<file path="src/rtl/everloop_pkg.sv">
// rtl/everloop_pkg.sv - shared constants and FSM state type for the everloop frame buffer
package everloop_pkg;

  localparam int N_LEDS        = 35;
  localparam int BYTES_PER_LED = 4;
  localparam int DEPTH         = N_LEDS * BYTES_PER_LED;
  localparam int ADDR_W        = 8;

  typedef enum logic [1:0] {
    ST_CLEAR,
    ST_IDLE,
    ST_PEND,
    ST_COPY
  } state_e;

endpackage

</file>
<file path="src/rtl/everloop_fb_if.sv">
// rtl/everloop_fb_if.sv - host write port and serializer read port of the frame buffer
interface everloop_fb_if;
  import everloop_pkg::*;

  logic              wr_valid;
  logic              wr_ready;
  logic [ADDR_W-1:0] wr_addr;
  logic [7:0]        wr_data;
  logic              wr_last;
  logic              wr_err;
  logic [ADDR_W-1:0] rd_addr;
  logic [7:0]        rd_data;
  logic              pending;
  logic              bank;
  logic [7:0]        frame_cnt;

  modport master (
    output wr_valid, wr_addr, wr_data, wr_last, rd_addr,
    input  wr_ready, wr_err, rd_data, pending, bank, frame_cnt
  );

  modport slave (
    input  wr_valid, wr_addr, wr_data, wr_last, rd_addr,
    output wr_ready, wr_err, rd_data, pending, bank, frame_cnt
  );

endinterface

</file>
<file path="src/rtl/everloop_fb_bank.sv">
// rtl/everloop_fb_bank.sv - one DEPTH x 8 byte bank, one write port, two async read ports
module everloop_bank
  import everloop_pkg::*;
(
  input  logic              clk_i,
  input  logic              we_i,
  input  logic [ADDR_W-1:0] waddr_i,
  input  logic [7:0]        wdata_i,
  input  logic [ADDR_W-1:0] raddr_a_i,
  output logic [7:0]        rdata_a_o,
  input  logic [ADDR_W-1:0] raddr_b_i,
  output logic [7:0]        rdata_b_o
);

  localparam logic [ADDR_W:0] LIMIT = (ADDR_W+1)'(DEPTH);

  logic [7:0] mem_q [DEPTH];

  // Byte write; addresses beyond the bank never touch storage
  always_ff @(posedge clk_i) begin
    if (we_i && ({1'b0, waddr_i} < LIMIT)) begin
      mem_q[waddr_i] <= wdata_i;
    end
  end

  assign rdata_a_o = ({1'b0, raddr_a_i} < LIMIT) ? mem_q[raddr_a_i] : 8'h00;
  assign rdata_b_o = ({1'b0, raddr_b_i} < LIMIT) ? mem_q[raddr_b_i] : 8'h00;

endmodule

</file>
<file path="src/rtl/everloop_fb.sv">
// rtl/everloop_fb.sv - double-buffered frame buffer swapping only at everloop frame boundaries
module everloop_fb
  import everloop_pkg::*;
(
  input  logic         clk_i,
  input  logic         rst_ni,
  everloop_fb_if.slave bus
);

  localparam logic [ADDR_W:0]   LIMIT    = (ADDR_W+1)'(DEPTH);
  localparam logic [ADDR_W-1:0] LAST_IDX = ADDR_W'(DEPTH - 1);

  state_e            state_q, state_d;
  logic [ADDR_W-1:0] idx_q, idx_d;
  logic              bank_q, bank_d;
  logic [7:0]        frame_cnt_q, frame_cnt_d;
  logic [ADDR_W-1:0] prev_addr_q;
  logic              wr_ready_q;
  logic              wr_err_q, wr_err_d;
  logic [7:0]        rd_data_q, rd_data_d;

  logic              accept, in_range, boundary, rd_sel;
  logic              wr_w, wr_both, we0, we1;
  logic [ADDR_W-1:0] waddr;
  logic [7:0]        wdata;
  logic [7:0]        b0_disp, b1_disp, b0_src, b1_src, copy_src;

  assign accept   = bus.wr_valid && wr_ready_q;
  assign in_range = ({1'b0, bus.wr_addr} < LIMIT);
  assign boundary = (bus.rd_addr == '0) && (prev_addr_q == LAST_IDX);
  // In the swapping boundary cycle address 0 must already come from the new bank
  assign rd_sel   = (state_q == ST_PEND && boundary) ? ~bank_q : bank_q;
  assign copy_src = bank_q ? b1_src : b0_src;
  // Write bank is the one not displayed; CLEAR writes both at once
  assign we0      = wr_both | (wr_w & bank_q);
  assign we1      = wr_both | (wr_w & ~bank_q);

  everloop_bank u_bank0 (
    .clk_i     (clk_i),
    .we_i      (we0),
    .waddr_i   (waddr),
    .wdata_i   (wdata),
    .raddr_a_i (bus.rd_addr),
    .rdata_a_o (b0_disp),
    .raddr_b_i (idx_q),
    .rdata_b_o (b0_src)
  );

  everloop_bank u_bank1 (
    .clk_i     (clk_i),
    .we_i      (we1),
    .waddr_i   (waddr),
    .wdata_i   (wdata),
    .raddr_a_i (bus.rd_addr),
    .rdata_a_o (b1_disp),
    .raddr_b_i (idx_q),
    .rdata_b_o (b1_src)
  );

  // Next-state, bank write steering and swap bookkeeping
  always_comb begin
    state_d     = state_q;
    idx_d       = idx_q;
    bank_d      = bank_q;
    frame_cnt_d = frame_cnt_q;
    wr_w        = 1'b0;
    wr_both     = 1'b0;
    waddr       = idx_q;
    wdata       = 8'h00;
    wr_err_d    = accept && !in_range;
    case (state_q)
      ST_CLEAR: begin
        wr_both = 1'b1;
        idx_d   = idx_q + ADDR_W'(1);
        if (idx_q == LAST_IDX) begin
          idx_d   = '0;
          state_d = ST_IDLE;
        end
      end
      ST_IDLE: begin
        if (accept) begin
          wr_w  = in_range;
          waddr = bus.wr_addr;
          wdata = bus.wr_data;
          if (bus.wr_last) begin
            state_d = ST_PEND;
          end
        end
      end
      ST_PEND: begin
        if (boundary) begin
          bank_d      = ~bank_q;
          frame_cnt_d = frame_cnt_q + 8'd1;
          idx_d       = '0;
          state_d     = ST_COPY;
        end
      end
      ST_COPY: begin
        // Refresh the new hidden bank so partial updates build on the shown frame
        wr_w  = 1'b1;
        wdata = copy_src;
        idx_d = idx_q + ADDR_W'(1);
        if (idx_q == LAST_IDX) begin
          idx_d   = '0;
          state_d = ST_IDLE;
        end
      end
      default: state_d = ST_CLEAR;
    endcase
  end

  assign rd_data_d = (state_q == ST_CLEAR) ? 8'h00 : (rd_sel ? b1_disp : b0_disp);

  // State and output registers
  always_ff @(posedge clk_i or negedge rst_ni) begin
    if (!rst_ni) begin
      state_q     <= ST_CLEAR;
      idx_q       <= '0;
      bank_q      <= 1'b0;
      frame_cnt_q <= 8'h00;
      prev_addr_q <= '0;
      wr_ready_q  <= 1'b0;
      wr_err_q    <= 1'b0;
      rd_data_q   <= 8'h00;
    end else begin
      state_q     <= state_d;
      idx_q       <= idx_d;
      bank_q      <= bank_d;
      frame_cnt_q <= frame_cnt_d;
      prev_addr_q <= bus.rd_addr;
      wr_ready_q  <= (state_d == ST_IDLE);
      wr_err_q    <= wr_err_d;
      rd_data_q   <= rd_data_d;
    end
  end

  assign bus.wr_ready  = wr_ready_q;
  assign bus.wr_err    = wr_err_q;
  assign bus.rd_data   = rd_data_q;
  assign bus.pending   = (state_q == ST_PEND);
  assign bus.bank      = bank_q;
  assign bus.frame_cnt = frame_cnt_q;

endmodule

</file>
<file path="src/flat_wrapper.sv">
// flat-port wrapper written by rule: the top's interface ports become plain ports
module everloop_fb_flat import everloop_pkg::*;
  (clk_i, rst_ni, bus_wr_valid, bus_wr_addr, bus_wr_data, bus_wr_last, bus_rd_addr, bus_wr_ready, bus_wr_err, bus_rd_data, bus_pending, bus_bank, bus_frame_cnt);
  everloop_fb_if bus_i ();
  input  logic clk_i;
  input  logic rst_ni;
  input wire logic [$bits(bus_i.wr_valid)-1:0] bus_wr_valid;
  input wire logic [$bits(bus_i.wr_addr)-1:0] bus_wr_addr;
  input wire logic [$bits(bus_i.wr_data)-1:0] bus_wr_data;
  input wire logic [$bits(bus_i.wr_last)-1:0] bus_wr_last;
  input wire logic [$bits(bus_i.rd_addr)-1:0] bus_rd_addr;
  output wire logic [$bits(bus_i.wr_ready)-1:0] bus_wr_ready;
  output wire logic [$bits(bus_i.wr_err)-1:0] bus_wr_err;
  output wire logic [$bits(bus_i.rd_data)-1:0] bus_rd_data;
  output wire logic [$bits(bus_i.pending)-1:0] bus_pending;
  output wire logic [$bits(bus_i.bank)-1:0] bus_bank;
  output wire logic [$bits(bus_i.frame_cnt)-1:0] bus_frame_cnt;
  assign bus_i.wr_valid = bus_wr_valid;
  assign bus_i.wr_addr = bus_wr_addr;
  assign bus_i.wr_data = bus_wr_data;
  assign bus_i.wr_last = bus_wr_last;
  assign bus_i.rd_addr = bus_rd_addr;
  assign bus_wr_ready = bus_i.wr_ready;
  assign bus_wr_err = bus_i.wr_err;
  assign bus_rd_data = bus_i.rd_data;
  assign bus_pending = bus_i.pending;
  assign bus_bank = bus_i.bank;
  assign bus_frame_cnt = bus_i.frame_cnt;
  everloop_fb u_core (.clk_i(clk_i), .rst_ni(rst_ni), .bus(bus_i));
endmodule
</file>
<file path="config.mk">
export PLATFORM = sky130hd
export DESIGN_NAME = everloop_fb_flat
export DESIGN_NICKNAME = d
export VERILOG_FILES = /design/src/rtl/everloop_pkg.sv /design/src/rtl/everloop_fb_if.sv /design/src/rtl/everloop_fb_bank.sv /design/src/rtl/everloop_fb.sv /design/src/flat_wrapper.sv
export SDC_FILE = /design/constraint.sdc
export NUM_CORES = 2
export LEC_CHECK = 0
export CORE_ASPECT_RATIO = 1.5
export CORE_UTILIZATION = 50
export DETAILED_ROUTE_END_ITERATION = 6
export PLACE_DENSITY = 0.65
export SLEW_MARGIN = 20
export SYNTH_ARGS = -nofsm -noshare
export SYNTH_HDL_FRONTEND = slang
export SYNTH_SLANG_ARGS = --single-unit
</file>
<file path="constraint.sdc">
create_clock -name clk_i -period 45.2 [get_ports clk_i]
set_input_delay 9.04 -clock clk_i [delete_from_list [all_inputs] [get_ports clk_i]]
set_output_delay 9.04 -clock clk_i [all_outputs]
set_load 0.02 [all_outputs]
</file>
Yosys cells after proc, flatten, opt, wreduce, memory -nomap -nowiden --
Memory sizes are Yosys's and may differ from the RTL's. Index checks and enable logic that the tools add are counted. W data, S select, Z words.
Operators by class: bitwise logic cells 5, add/sub/neg operators 2, magnitude comparators 4, reduce and logical (&&, ||, !) cells 13, equality and inequality tests 7, multiplexer cells 27
Operators with widths (number):
- $mux W8 | 12
- $lt A8 B8 Y1 const B | 4
- $pmux W8 S2 | 2
- $add A8 B1 Y8 const B | 2
- $eq A8 B8 Y1 const B | 2
- $logic_not A8 Y1 | 1
- $mux W2 | 4
- $mux W1 | 7
- $logic_and A1 B1 Y1 | 6
- $pmux W2 S3 | 1
- $eq A2 B1 Y1 const B | 2
- $eq A2 B2 Y1 const B | 2
- $reduce_and A2 Y1 | 2
- $and A1 B1 Y1 | 2
- $logic_not A2 Y1 | 1
- $ne A2 B1 Y1 const B | 1
- $or A1 B1 Y1 | 2
- $pmux W1 S2 | 1
- $reduce_bool A2 Y1 | 1
- $reduce_or A2 Y1 | 1
- $logic_not A1 Y1 | 1
- $not A1 Y1 | 1
Storage, ports and cells: input bits 28, memories kept 2, output and inout bits 20, logic and storage cells 68, register bits after elaboration 37, bits in writable memories 2240
Memory list:
- u_core.u_bank0.mem_q | words 140, bits a word 8, rd ports 2, clocked after Yosys merged registers in 0, wr ports 1, RTL line everloop_fb_bank.sv:17 | logic [7:0] mem_q [DEPTH];
- u_core.u_bank1.mem_q | words 140, bits a word 8, rd ports 2, clocked after Yosys merged registers in 0, wr ports 1, RTL line everloop_fb_bank.sv:17

Depth between registers and ports, before layout --
word-level depth 8, mapped depth 14

Modules after synthesis --
From an unflattened synthesis, not the netlist that was laid out.
Unflattened totals: cells, all modules 6175, area, all modules 108708.0 sq um
Modules (own cells, without submodules):
- everloop_bank | cells each 2979, area each 53304.9 sq um, instances 2, seq. area each 33632.3 sq um
- everloop_fb | cells each 217, area each 2098.3 sq um, instances 1, seq. area each 925.9 sq um

Worst setup path after synthesis --
OpenSTA, ideal clock, no wires.
kind in2reg, from input bus_wr_valid, to memory u_core.u_bank0.mem_q[0][2] (data pin), slack 21.388 ns, arrival time 21.376 ns, stages on the path 7, cells stage by stage and3_1 > clkbuf_1 > clkbuf_1 > a211oi_1 > o211ai_1 > o21ai_0 > a211oi_1
On the way: cells in the longest elaborated chain, start to end 3
RTL lines:
- start, declared | RTL line flat_wrapper.sv:7 | input wire logic [$bits(bus_i.wr_valid)-1:0] bus_wr_valid;
- $logic_and A1 B1 Y1 | RTL line everloop_fb.sv:28 | assign accept = bus.wr_valid && wr_ready_q;
- $mux W8 | RTL line everloop_fb.sv:81 | if (accept) begin
- $pmux W8 S2 | RTL line everloop_fb.sv:71 | case (state_q)
- named net u_core.u_bank0.wdata_i[2] | RTL line everloop_fb_bank.sv:8 | input logic [7:0] wdata_i,
- end, declared | RTL line everloop_fb_bank.sv:17
The timed path passes the listed nets, and every way through them passes these cells.

Final worst setup path --
from input bus_rd_addr[1], to register u_core.rd_data_q[2] (netlist: u_core.bus.rd_data[2])
On the way: cells in the longest elaborated chain, start to end 6, elaborated cells between the ends (all ways) 11
RTL lines:
- start, declared | RTL line flat_wrapper.sv:11 | input wire logic [$bits(bus_i.rd_addr)-1:0] bus_rd_addr;
- parallel branches: the longest is 4 deep, another holds $mem_v2 Z140 W8
- $mux W8 (*) (2 in series) | RTL line everloop_fb.sv:112 | assign rd_data_d = (state_q == ST_CLEAR) ? 8'h00 : (rd_sel ? b1_disp : b0_disp);
- named net u_core.rd_data_d[2] | RTL line everloop_fb.sv:20 | logic [7:0] rd_data_q, rd_data_d;
- end signal, assigned | RTL line everloop_fb.sv:133 | rd_data_q <= rd_data_d;
- end, declared | RTL line everloop_fb.sv:20
Mark *: on every way through the listed nets, which the timed path passes. A chain may end at the register's enable or synchronous reset.

==> impl_results.md <==
* Status: completed
* Routability Congestion at 0.931
* Period utilization at 31.3%
* Total power at 4.12 mW
* CTS tree: yes
* Clock sink count at 2,277
* Ranking of synthesized cells by area: edfxtp_1, mux4_2, mux2i_1
* Pint at 3.27 mW
* Reg clk slew, reported paths at 70 ps
* Largest net degree at the start of global routing at 241
* Final min period at 14,150 ps
* Synth top area share at 63.0%
* Net Sw Frac at 20.7%
* Die Area at 215,000 µm²
* DRT iter0 DRCs at 8,862
* Critical path type: primary input to register
* Max Fclk at 70.7 MHz
* Max_slew headroom at 12.3%
* Yosys top cell by area: edfxtp_1
* Post-Synthesis Cells at 5,343
* Grt total ovfl at 0
* Area Growth Syn to Fin at 9.67%
* Max H-tree Level at 4
* Via count of the first global-routing pass at 61,500
* DP Cell Count at 7,977
* Critical Path RT at 45,900 ps
* Seq cells post-synth at 2,277
* Max cap viols at 0
* Fraction of registers with async set/reset at 1.62%
* Commonest non-fill, non-tap cell in the layout: edfxtp_1
* Cell row count at 207
* Sequential fraction of the synthesis area at 63.9%
* Routed length per instance at 41.9 µm
* Antenna violations before repair at 15
* Slew Limit Fails at 0
* Setup violations, final at 0
* Initial Utilization at 50.3%
* First-pass GRT wire length at 484,000 µm
* Die Height at 568 µm
* Tot GR Track Use at 32.7%
* Root buffer cell: clkbuf_16
* Final Util at 55.2%
* WL final at 351,000 µm
* Drt drc at 0
* Synth warn at 0
* Worst EP arrival at 14,850 ps
* Setup Fix Bufs, Post-CTS at 0
* Crit path max fanout at 60
* Worst-Skew Late Latency at 880 ps
* Power share of the sequential group at 55.4%
* Placed cell areas at 111,000 µm²
* Via-to-Cell Ratio at 7.29
* Gate power share at 2.3%
* Hold_buf cts at 0
* Min setup slack post-route at 31,050 ps
* Pleak at 27.8 nW
* I/O Pins at 48
* Core Area at 212,000 µm²
* Hold_ws at 474 ps
* HPWL after DPL at 220,000 µm
* Final hold violations at 0
* Max Clock Skew at 47.3 ps
* Commonest cells after routing, fill and taps aside: edfxtp_1, mux4_2, nor2_1
* Setup TNS at 0 ps
* RSZ-0062 raised after global routing: no
* WHS Path Cells at 1
* Synthesized Nets at 5,377
* Detailed Routing Iterations Pass 1 at 7
* Dpl ws at 30,290 ps
* Post-Syn Area per Cell at 20.0 µm²
* Inserted Clock Buffers at 212
* Post-route cell area at 117,000 µm²
* CTS max path bufs at 4
* Via Count at 61,000
* Final Instance Count excl. Fillers at 8,365
* Clock network power share at 42.3%
* Slew at the pin closest to its max-slew limit at 1310 ps
* Peak VDD IR at 0.0281 mV
* Post-route ant nets at 0
* Layout cell share with drive strength beyond 1 at 33.8%
* Final #Nets at 5,408
* Worst setup SP type: primary input
* PwrDens at 35.2 nW/µm²
* Post-synth EDFFs at 2,240
* CTS resizes at 0
* Worst hold path type: register to register
* DIE WIDTH at 379 µm
* Setup crit end kind: register
* Post-Syn Area at 107,000 µm²
* Sw Pwr at 852 µW
* Dominant synthesized flop cell: edfxtp_1
* I/O Buffers at 47
* Number of library cell types mapped by synthesis at 80
* Reg2reg path depth at 10
==> Yosys cell counts (23+ instances only) <==
library cell / count
buf_2: 107
nand3_1: 51
mux4_2: 1223
clkbuf_1: 165
mux2_2: 36
dfrtp_1: 37
o211ai_1: 25
o21ai_0: 72
o221ai_1: 33
buf_1: 44
buf_4: 90
mux2i_1: 199
edfxtp_1: 2240
a221oi_1: 23
a22oi_1: 58
o22ai_1: 29
nor2_1: 361
nand2_1: 173
a21oi_1: 63
==> critical path: stages <==
cell and delay (ps):
buf_8 310, buf_4 640, buf_4 760, buf_4 900
buf_4 810, mux4_2 420, mux4_2 560, mux4_2 560
o2111ai_1 410, o311ai_1 190
==> per-layer routing <==
layer | GRT usage, % | vias to the layer above | routed length, µm
met4 | 20.5 | 12 | 26500
met5 | 0 | - | 86
met2 | 52.1 | 4157 | 170000
met3 | 7.39 | 1045 | 36300
li1 | - | 23100 | -
met1 | 40.5 | 32600 | 118000
==> sequential cells by signal, summed over array words and instances (netlist names) <==
name and cells:
u_core.u_bank1.mem_q 1120, u_core.bus.wr_err 1, u_core.bus.bank 1, u_core.idx_q 8, u_core.prev_addr_q 8, u_core.bus.frame_cnt 8, u_core.state_q 2, u_core.u_bank0.mem_q 1120
u_core.bus.wr_ready 1, u_core.bus.rd_data 8
==> power groups by stage <==
| stage | logic (mW) | registers (mW) | clock network [mW] |
|---|---|---|---|
| finish | 0.0949 | 2.28 | 1.74 |
| global route | 0.0966 | 2.28 | 1.82 |
| CTS | 0.0940 | 2.28 | 1.75 |
| detailed placement | 0.0939 | 2.33 | 0 |
| global placement | 0.0943 | 2.33 | 0 |
| floorplan | 0.0605 | 2.33 | 0 |
==> path summary, 6_finish.rpt <==
path / slack, ps / to / from
max in group asynchronous: 36480 / u_core.idx_q[2] / rst_ni
hold reg to reg: 470 / u_core.bus.frame_cnt[7] / u_core.bus.frame_cnt[7]
setup reg to reg: 37210 / u_core.u_bank0.mem_q[138][4] / u_core.idx_q[0]
setup / recovery: 31050 / u_core.bus.rd_data[2] / bus_rd_addr[1]
min in group asynchronous: 8270 / u_core.bus.frame_cnt[7] / rst_ni
hold / removal: 470 / u_core.bus.frame_cnt[7] / u_core.bus.frame_cnt[7]
==> kinds of logic after synthesis <==
family	after synthesis	share of synthesized area (%)
flops	2277	63.9
mux	1458	28.0
simple gates	698	2.81
compound gates	451	3.00
buf+inv	446	2.17
xor+xnor	7	0.0574
fa+ha+maj	6	0.0703
==> cell type report <==
type / count / area [µm²]
clock buffer: 281 / 5720
antenna: 18 / 45.0
tap: 2821 / 3530
multi-input combinational: 2620 / 36700
clock inverter: 85 / 732
inverter: 18 / 75.1
timing repair buffer: 245 / 2140
fill: 15800 / 95000
sequential: 2277 / 68200
No activity file was read; power rests on OpenSTA's default activity.
